--- src/rtl/hm01b0_pixel_source_if.sv ---
// HM01B0-style parallel pixel bus.
//   pixclk   free-running pixel clock
//   vsync    frame valid
//   hsync    line valid
//   pixdata  pixel value, meaningful while vsync & hsync
// master = transmitter (pixel source), slave = receiver.
interface hm01b0_pixel_source_if;
  logic       pixclk;
  logic       vsync;
  logic       hsync;
  logic [7:0] pixdata;

  modport master (output pixclk, vsync, hsync, pixdata);
  modport slave  (input  pixclk, vsync, hsync, pixdata);
endinterface

--- src/rtl/hm01b0_pixel_source.sv ---
// HM01B0 parallel pixel-bus emulator. Generates test-pattern frames on the
// same bus the frame/pixel-count receiver consumes, so capture and reporting
// can run on the board without the sensor fitted.
//
// Ports:
//   clk          system clock
//   reset        synchronous, active-low
//   enable       1 = emit frames; 0 = stop once the current frame completes
//   pattern      0 ramp x, 1 frame count, 2 checker (x[3]^y[3]), 3 x+y
//   bus          pixel bus (pixclk, vsync, hsync, pixdata), master side
//   frame_count  completed frames, wraps at 0xFFFF
//   frame_done   1-clk pulse when a frame completes
//   busy         1 whenever the generator is not idle
module hm01b0_pixel_source #(
  parameter int unsigned H_ACTIVE = 324,
  parameter int unsigned V_ACTIVE = 244,
  parameter int unsigned H_BLANK  = 16,
  parameter int unsigned V_LEAD   = 8,
  parameter int unsigned V_TAIL   = 8,
  parameter int unsigned F_GAP    = 64,
  parameter int unsigned CLK_DIV  = 1
) (
  input  logic                          clk,
  input  logic                          reset,
  input  logic                          enable,
  input  logic [1:0]                    pattern,
  hm01b0_pixel_source_if.master         bus,
  output logic [15:0]                   frame_count,
  output logic                          frame_done,
  output logic                          busy
);

  localparam logic [15:0] H_LAST   = 16'(H_ACTIVE - 1);
  localparam logic [15:0] V_LAST   = 16'(V_ACTIVE - 1);
  localparam logic [15:0] HB_LAST  = 16'(H_BLANK - 1);
  localparam logic [15:0] LD_LAST  = 16'(V_LEAD - 1);
  localparam logic [15:0] TL_LAST  = 16'(V_TAIL - 1);
  localparam logic [15:0] GP_LAST  = 16'(F_GAP - 1);
  localparam logic [15:0] DIV_LAST = 16'(CLK_DIV - 1);

  typedef enum logic [2:0] {
    S_IDLE,
    S_LEAD,
    S_LINE,
    S_HBLANK,
    S_TAIL,
    S_GAP
  } state_t;

  state_t      state_reg;
  logic [15:0] div_reg;
  logic        pixclk_reg;
  logic [15:0] slot_cnt_reg;
  logic [15:0] x_reg;
  logic [15:0] y_reg;
  logic [1:0]  pat_reg;
  logic [7:0]  fc_lat_reg;
  logic        vsync_reg;
  logic        hsync_reg;
  logic [7:0]  pixdata_reg;
  logic [15:0] frame_count_reg;
  logic        frame_done_reg;
  logic        busy_reg;

  logic [15:0] slot_len_last;
  logic        slot_edge;
  logic        slot_last;

  // Pixel value for coordinate (px, py) under the latched pattern.
  function automatic logic [7:0] pix_val(input logic [1:0] p, input logic [15:0] px,
                                         input logic [15:0] py, input logic [7:0] fc);
    logic [15:0] sum;
    sum = px + py;
    case (p)
      2'd0:    return px[7:0];
      2'd1:    return fc;
      2'd2:    return (px[3] ^ py[3]) ? 8'hFF : 8'h00;
      default: return sum[7:0];
    endcase
  endfunction

  // Everything advances on the pixclk falling edge so data is stable
  // across the receiver's rising-edge sample.
  assign slot_edge = (div_reg == DIV_LAST) && pixclk_reg;
  assign slot_last = (slot_cnt_reg == slot_len_last);

  always_comb begin
    slot_len_last = 16'd0;
    case (state_reg)
      S_LEAD:   slot_len_last = LD_LAST;
      S_LINE:   slot_len_last = H_LAST;
      S_HBLANK: slot_len_last = HB_LAST;
      S_TAIL:   slot_len_last = TL_LAST;
      S_GAP:    slot_len_last = GP_LAST;
      default:  slot_len_last = 16'd0;
    endcase
  end

  always_ff @(posedge clk) begin
    if (!reset) begin
      state_reg       <= S_IDLE;
      div_reg         <= '0;
      pixclk_reg      <= 1'b0;
      slot_cnt_reg    <= '0;
      x_reg           <= '0;
      y_reg           <= '0;
      pat_reg         <= '0;
      fc_lat_reg      <= '0;
      vsync_reg       <= 1'b0;
      hsync_reg       <= 1'b0;
      pixdata_reg     <= '0;
      frame_count_reg <= '0;
      frame_done_reg  <= 1'b0;
      busy_reg        <= 1'b0;
    end else begin
      frame_done_reg <= 1'b0;

      if (div_reg == DIV_LAST) begin
        div_reg    <= '0;
        pixclk_reg <= ~pixclk_reg;
      end else begin
        div_reg <= div_reg + 16'd1;
      end

      if (slot_edge) begin
        // Counter returns to zero on its last slot, which is exactly the
        // cycle a state change happens, so every state entry starts at 0.
        slot_cnt_reg <= slot_last ? 16'd0 : slot_cnt_reg + 16'd1;

        case (state_reg)
          S_IDLE: begin
            if (enable) begin
              state_reg  <= S_LEAD;
              vsync_reg  <= 1'b1;
              hsync_reg  <= 1'b0;
              busy_reg   <= 1'b1;
              pat_reg    <= pattern;
              fc_lat_reg <= frame_count_reg[7:0];
              y_reg      <= '0;
            end
          end

          S_LEAD: begin
            if (slot_last) begin
              state_reg   <= S_LINE;
              hsync_reg   <= 1'b1;
              x_reg       <= '0;
              pixdata_reg <= pix_val(pat_reg, 16'd0, y_reg, fc_lat_reg);
            end
          end

          S_LINE: begin
            if (slot_last) begin
              hsync_reg   <= 1'b0;
              pixdata_reg <= '0;
              state_reg   <= (y_reg == V_LAST) ? S_TAIL : S_HBLANK;
            end else begin
              x_reg       <= x_reg + 16'd1;
              pixdata_reg <= pix_val(pat_reg, x_reg + 16'd1, y_reg, fc_lat_reg);
            end
          end

          S_HBLANK: begin
            if (slot_last) begin
              state_reg   <= S_LINE;
              hsync_reg   <= 1'b1;
              y_reg       <= y_reg + 16'd1;
              x_reg       <= '0;
              pixdata_reg <= pix_val(pat_reg, 16'd0, y_reg + 16'd1, fc_lat_reg);
            end
          end

          S_TAIL: begin
            if (slot_last) begin
              state_reg       <= S_GAP;
              vsync_reg       <= 1'b0;
              frame_count_reg <= frame_count_reg + 16'd1;
              frame_done_reg  <= 1'b1;
            end
          end

          S_GAP: begin
            if (slot_last) begin
              if (enable) begin
                // frame_count has already been bumped for the frame just
                // finished, so pattern 1 shows the new frame's index.
                state_reg  <= S_LEAD;
                vsync_reg  <= 1'b1;
                pat_reg    <= pattern;
                fc_lat_reg <= frame_count_reg[7:0];
                y_reg      <= '0;
              end else begin
                state_reg <= S_IDLE;
                busy_reg  <= 1'b0;
              end
            end
          end

          default: begin
            state_reg <= S_IDLE;
            busy_reg  <= 1'b0;
          end
        endcase
      end
    end
  end

  assign bus.pixclk  = pixclk_reg;
  assign bus.vsync   = vsync_reg;
  assign bus.hsync   = hsync_reg;
  assign bus.pixdata = pixdata_reg;
  assign frame_count = frame_count_reg;
  assign frame_done  = frame_done_reg;
  assign busy        = busy_reg;

endmodule

--- src/flat_wrapper.sv ---
// flat-port wrapper written by rule: the top's interface ports become plain ports
module hm01b0_pixel_source_flat 
#(
  parameter int unsigned H_ACTIVE = 324,
  parameter int unsigned V_ACTIVE = 244,
  parameter int unsigned H_BLANK  = 16,
  parameter int unsigned V_LEAD   = 8,
  parameter int unsigned V_TAIL   = 8,
  parameter int unsigned F_GAP    = 64,
  parameter int unsigned CLK_DIV  = 1
)
  (clk, reset, enable, pattern, frame_count, frame_done, busy, bus_pixclk, bus_vsync, bus_hsync, bus_pixdata);
  hm01b0_pixel_source_if bus_i ();
  input  logic clk;
  input  logic reset;
  input  logic enable;
  input  logic [1:0] pattern;
  output logic [15:0] frame_count;
  output logic frame_done;
  output logic busy;
  output wire logic [$bits(bus_i.pixclk)-1:0] bus_pixclk;
  output wire logic [$bits(bus_i.vsync)-1:0] bus_vsync;
  output wire logic [$bits(bus_i.hsync)-1:0] bus_hsync;
  output wire logic [$bits(bus_i.pixdata)-1:0] bus_pixdata;
  assign bus_pixclk = bus_i.pixclk;
  assign bus_vsync = bus_i.vsync;
  assign bus_hsync = bus_i.hsync;
  assign bus_pixdata = bus_i.pixdata;
  hm01b0_pixel_source #(.H_ACTIVE(H_ACTIVE), .V_ACTIVE(V_ACTIVE), .H_BLANK(H_BLANK), .V_LEAD(V_LEAD), .V_TAIL(V_TAIL), .F_GAP(F_GAP), .CLK_DIV(CLK_DIV)) u_core (.clk(clk), .reset(reset), .enable(enable), .pattern(pattern), .bus(bus_i), .frame_count(frame_count), .frame_done(frame_done), .busy(busy));
endmodule
--- config.mk ---
export PLATFORM = sky130hd
export DESIGN_NAME = hm01b0_pixel_source_flat
export DESIGN_NICKNAME = d
export VERILOG_FILES = /design/src/rtl/hm01b0_pixel_source_if.sv /design/src/rtl/hm01b0_pixel_source.sv /design/src/flat_wrapper.sv
export SDC_FILE = /design/constraint.sdc
export NUM_CORES = 1
export LEC_CHECK = 0
export CELL_PAD_IN_SITES_DETAIL_PLACEMENT = 1
export CELL_PAD_IN_SITES_GLOBAL_PLACEMENT = 1
export CORE_MARGIN = 10
export CORE_UTILIZATION = 45
export DETAILED_ROUTE_END_ITERATION = 16
export PLACE_DENSITY = 0.84
export SETUP_SLACK_MARGIN = 0.15
export SYNTH_ARGS = -nofsm -noshare
export SYNTH_HDL_FRONTEND = slang
export SYNTH_SLANG_ARGS = --single-unit
--- constraint.sdc ---
create_clock -name clk -period 3.3 [get_ports clk]
set_input_delay 0.825 -clock clk [delete_from_list [all_inputs] [get_ports clk]]
set_output_delay 0.825 -clock clk [all_outputs]
set_load 0.02 [all_outputs]
[Word level (Yosys, flattened, before mapping)]
Index checks and enable logic that the tools add are counted.
Word-level totals
  flip-flop bits (word level): 106
  bits of input ports: 5
  output and inout bits: 29
  word-level logic and storage cells: 111
Operators by class
  $add $sub $neg: 6
  equal/unequal tests: 18
  multiplexer cells: 45
  bitwise logic cells: 4
  reduce and logical (&&, ||, !) cells: 24
Operators by type and width (count)
  $mux 16: 6
  $pmux 8 s3: 4
  $add 16x1->16 const B: 5
  $mux 8: 8
  $pmux 16 s3: 1
  $pmux 9 s4: 1
  $pmux 16 s2: 1
  $mux 3: 6
  $eq 16x8->1 const B: 1
  $eq 16x9->1: 1
  $logic_not 16->1: 1
  $pmux 8 s2: 1
  $reduce_and 4->1: 4
  $pmux 3 s5: 1
  $ne 2x1->1 const B: 6
  $reduce_bool 3->1: 4
  $mux 1: 10
  $reduce_and 5->1: 2
  $pmux 1 s3: 3
  $reduce_and 3->1: 3
  $add 8x8->8: 1
  $eq 3x2->1 const B: 2
  $eq 3x3->1 const B: 2
  $ne 2x2->1 const B: 3
  other kinds (14): 20

[Logic depth before layout (Yosys ltp)]
  word-level depth: 6
  depth in mapped cells: 12
  depth with buffers taken out: 11

[Least setup slack after synthesis]
No wires, ideal clock.
  kind: flip-flop to flip-flop
  start: register u_core.x_reg[0]
  end: register u_core.pixdata_reg[7] (netlist: u_core.bus.pixdata[7])
  library setup time: 0.117 ns
  arrival time: 2.489 ns
  data required time: 3.183 ns
  path slack: 0.694 ns
  stages on the path, launching flop included: 11
  path buffers: 1
  clock period less this slack: 2.606 ns
  path through: dfxtp_1 > clkbuf_1 > nand3_1 > xnor2_1 > ha_1 > and2_1 > o21ai_0 > o211ai_1 > xnor2_1 > or4_1 > a32o_1
On the way
  word-level cells in the longest chain between the ends: 6
  elaborated cells on any way between the ends: 7
  classes of those cells: add/sub (2); mux (4); bitwise (1)
Ends and longest elaborated chain
  from (decl): RTL line hm01b0_pixel_source.sv:54  | logic [15:0] x_reg;
  from (signal assigned): RTL line hm01b0_pixel_source.sv:158  | x_reg <= x_reg + 16'd1;
  $add 16x1->16 *
  parallel branches: the longest is 2 deep, another holds $add 8x8->8
  $pmux 8 s3 *: RTL line hm01b0_pixel_source.sv:74  | case (p)
  $mux 8 *: RTL line hm01b0_pixel_source.sv:153  | if (slot_last) begin
  $pmux 8 s3 *: RTL line hm01b0_pixel_source.sv:130  | case (state_reg)
  to (signal assigned): RTL line hm01b0_pixel_source.sv:148  | pixdata_reg <= pix_val(pat_reg, 16'd0, y_reg, fc_lat_reg);
  to (signal assigned): RTL line hm01b0_pixel_source.sv:159  | pixdata_reg <= pix_val(pat_reg, x_reg + 16'd1, y_reg, fc_lat_reg);
  to (signal assigned): RTL line hm01b0_pixel_source.sv:169  | pixdata_reg <= pix_val(pat_reg, 16'd0, y_reg + 16'd1, fc_lat_reg);
  to (decl): RTL line hm01b0_pixel_source.sv:60  | logic [7:0] pixdata_reg;
Mark *: on every way between the ends.
A chain may end at the register's enable or synchronous reset.

[Worst setup path in the final report]
  start: register u_core.state_reg[0]
  end: register u_core.y_reg[12]
On the way
  word-level cells in the longest chain between the ends: 6
  elaborated cells on any way between the ends: 14
  classes of those cells: eq/ne (8); mux (2); reduce/logical (4)
Ends and longest elaborated chain
  from (decl): RTL line hm01b0_pixel_source.sv:50  | state_t state_reg;
  from (signal assigned): RTL line hm01b0_pixel_source.sv:156  | state_reg <= (y_reg == V_LAST) ? S_TAIL : S_HBLANK;
  $eq 3x1->1 or $eq 3x3->1 (tied branches): RTL line hm01b0_pixel_source.sv:89  | case (state_reg)
  $reduce_or 2->1 (no line)
  $pmux 9 s4: RTL line hm01b0_pixel_source.sv:89
  $eq 16x9->1: RTL line hm01b0_pixel_source.sv:85  | assign slot_last = (slot_cnt_reg == slot_len_last);
  $ne 2x1->1 (no line)
  $reduce_and 4->1 (no line)
  to (signal assigned): RTL line hm01b0_pixel_source.sv:167  | y_reg <= y_reg + 16'd1;
  to (decl): RTL line hm01b0_pixel_source.sv:55  | logic [15:0] y_reg;
Several ways; a longest one is shown, not always the timed one.

==> metrics.md <==
| Metric | Value |
|---|---|
| Cell Rows | `41` |
| Most numerous cell in the Yosys netlist | `nor2_1` |
| Post-Synth Simple-Gate Area | `around 28%` |
| H-tree depth | `3` |
| Total Neg Setup Slack | `0 ps` |
| Sequential-to-total area share from yosys stat | `34.3%` |
| Final wirelength | `roughly 18 mm` |
| Diodes inserted | `0` |
| PortBufs | `33` |
| Placer's final routability congestion estimate | `between 0.8 and 0.9` |
| CP startpoint kind | `flip-flop` |
| Num CTS Buffers | `9` |
| Die H | `roughly 130 um` |
| Min Tclk post-route | `between 2000 and 3000 ps` |
| DR WL/cell | `19.4 um` |
| Yosys reg bits | `a little under 100` |
| Setup bufs post-CTS | `0` |
| Slew @ Worst Pin | `between 800 and 900 ps` |
| Largest net degree at the start of global routing | `40` |
| CTS Buffer Depth | `2` |
| GRT Overall Usage | `between 20% and 30%` |
| Vias/cell | `6.04` |
| Final setup vio count | `0` |
| Critical path type | `reg -> reg` |
| Core area | `12500 um^2` |
| Clk_skew | `between 10 and 15 ps` |
| Top FF cell, synth | `dfxtp_1` |
| Crit Reg-Reg Startpoint | `u_core.state_reg[0]` |
| Synth area leader | `dfxtp_1` |
| Width of the die | `between 100 and 150 um` |
| Worst R2R Setup Slack | `approximately 330 ps` |
| Syn Std Cell Area | `approximately 5700 um^2` |
| Worst-path clk slew | `around 70 ps` |
| Fin util | `approximately 53%` |
| Max-slew headroom | `46.1%` |
| Number of iterations in the first detailed-routing pass | `5` |
| Max FO, Critical Path | `9` |
| Max-cap violations | `0` |
| Initial antenna violation count | `0` |
| Cts-stage hold buffer count | `0` |
| Fill cells | `1566` |
| Post-Syn Nets | `about 750` |
| PwrDens | `slightly below 400 nW/um^2` |
| First-pass GRT wire length | `between 20 and 30 mm` |
| Final period utilization | `between 90 and 100%` |
| Layout Nets | `771` |
| Critical Path End Type | `flip-flop` |
| Number of remaining DRC errors | `0` |
| Die area | `17600 um^2` |
| Launch point of the critical path | `u_core.state_reg[0]` |
| Synth top area cells | `dfxtp_1 34%, nor2_1 6.8%, xor2_1 5.2%` |
| Reg-to-reg endpoint | `u_core.y_reg[12]` |
| Synth top cells by count | `103 x nor2_1, 98 x dfxtp_1, 61 x nand2_1` |
| Synth Area per Inst | `slightly below 8 um^2` |
| Maximum VDD drop | `0.243 mV` |
| Post-synthesis mux area share | `about 3.6%` |
| Seq. cell area | `~2000 um^2` |
| Max Freq | `approximately 0.34 GHz` |
| Boundary Pins | `34` |
| Worst endpoint required time | `3590 ps` |
| EDFF count, synth | `0` |
| Largest family of logic cells by synthesized area | `simple AND/OR/NAND/NOR gates` |
| Detailed placement HPWL | `roughly 13 mm` |
| Synth Area in Compound Gates | `a little under a fifth` |
| Layout area overhead | `14.9%` |
| 1st-iter DRT viols | `around 490` |
| Post-synthesis cell type count | `66` |
| Post-synth ARST share | `0%` |
| Number of global-route vias before repair | `approximately 5700` |
| Hold Path Class | `reg -> reg` |
| Arr. time, crit path | `about 3300 ps` |
| Final Hold Fails | `0` |
| Crit path to | `u_core.y_reg[12]` |
| Total grt overflow | `0` |
| DRT antenna net count | `0` |
| Root buffer cell | `clkbuf_16` |
| Initial core utilization | `between 40% and 50%` |
| YS warnings | `0` |
| Clk sinks | `slightly below 100` |
| Yosys top cell area share | `34.3%` |
| Unrepaired setup endpoints after global routing | `true` |
| Status | `finished, final reports clean` |
| Synth Area in Adders | `roughly 3.4%` |
| Synth Area in XOR/XNOR | `about 8.6%` |
| TritonCTS clock tree | `built` |
| Post-Syn Instances | `roughly 730` |
| DR vias | `5603` |
| Footprint of the multi-input gates | `about 3600 um^2` |
| Slew Viols, Final | `0` |
| LEAKAGE | `approximately 0.0023 uW` |
| Register-to-Register Path Depth | `7` |
| Share of cells above drive strength 1 | `under 10%` |
| Clk Latency, worst-skew pair | `~360 ps` |
==> cell type report <==
class / instances / area share (%)
Clock buffer: 10 / 3.48
Clock inverter: 6 / 1.03
Inverter: 15 / 0.856
Multi-Input combinational cell: 575 / 54.1
Sequential cell: 98 / 29.9
Tap cell: 172 / 3.27
Timing Repair Buffer: 52 / 7.38
==> critical path, cell delays in order, from the launching register on <==
cell      delay (ps)
dfxtp_1          430
or2_1            350
a2111o_1         440
a311o_1          360
a211oi_2         430
nand3_1          210
or4_1            530
a21oi_1          150
==> cell usage in the layout, fill, tap and decap left out, types with 5 or more instances in the layout <==
master and n:
nor2_1 103, dfxtp_1 94, nand2_1 61, a21oi_1 49
o21ai_0 43, nand3_1 35, xor2_1 34, clkdlybuf4s50_1 33
xnor2_1 21, nor3_1 20, nand4_1 19, buf_4 18
mux2i_1 15, inv_1 14, and3_1 14, ha_1 13
and4_1 10, a31oi_1 10, nand2b_1 9, clkbuf_16 9
or3_1 8, nor4_1 8, a21o_1 7, a22o_1 7
o211ai_1 6, and2_1 6, nor2b_1 6, a32o_1 5
==> through the flow <==
stage                     setup WS (ps)  hold WS (ps)  std cells  instance area, um^2  power (uW)
final                               326           471        928                 6580        2560
after global routing                122           505        928                 6580        2650
after CTS                           202           475        928                 6560        2570
after detailed placement            270           458        912                 6260        1510
after global placement              332           454        912                 6260        1500
after floorplan                     694           441        729                 5720        1410
==> cells by family after synthesis <==
group,Yosys count
buffers and inverters,56
multiplexers,19
AO/OA/AOI/OAI,167
XOR/XNOR,56
AND/OR/NAND/NOR,318
adder cells (fa/ha/maj),15
flip-flops,98
==> timing repair <==
action,CTS,global route
setup endpoints to repair,0,17
endpoints found under the hold margin,0,0
gates resized for setup,0,8
==> where the power goes <==
group          internal (uW)  leakage [uW]  switching [uW]
Sequential              1190      0.000792            20.0
Combinational           90.7       0.00138             186
Clock                    590      0.000139             486
Total                   1870       0.00232             691
==> per-layer routing <==
layer	track usage (%)	wire length, um	vias up
li1	-	-	2660
met1	26.0	8100	2735
met2	32.5	8310	169
met3	5.45	1110	39
met4	8.07	457	0
met5	0	0	-
==> worst min-delay path by stage <==
stage | startpoint | endpoint | slack, ps | depth (start not counted)
floorplan | u_core.div_reg[0] | u_core.div_reg[0] | 440 | 1
global placement | u_core.div_reg[0] | u_core.div_reg[0] | 450 | 1
detailed placement | u_core.bus.pixdata[2] | u_core.bus.pixdata[2] | 460 | 1
CTS | u_core.bus.pixdata[2] | u_core.bus.pixdata[2] | 470 | 1
global route | u_core.bus.pixdata[6] | u_core.bus.pixdata[6] | 500 | 1
finish | u_core.bus.pixdata[2] | u_core.bus.pixdata[2] | 470 | 1
Note: power is estimated with default switching activity, not from simulation.
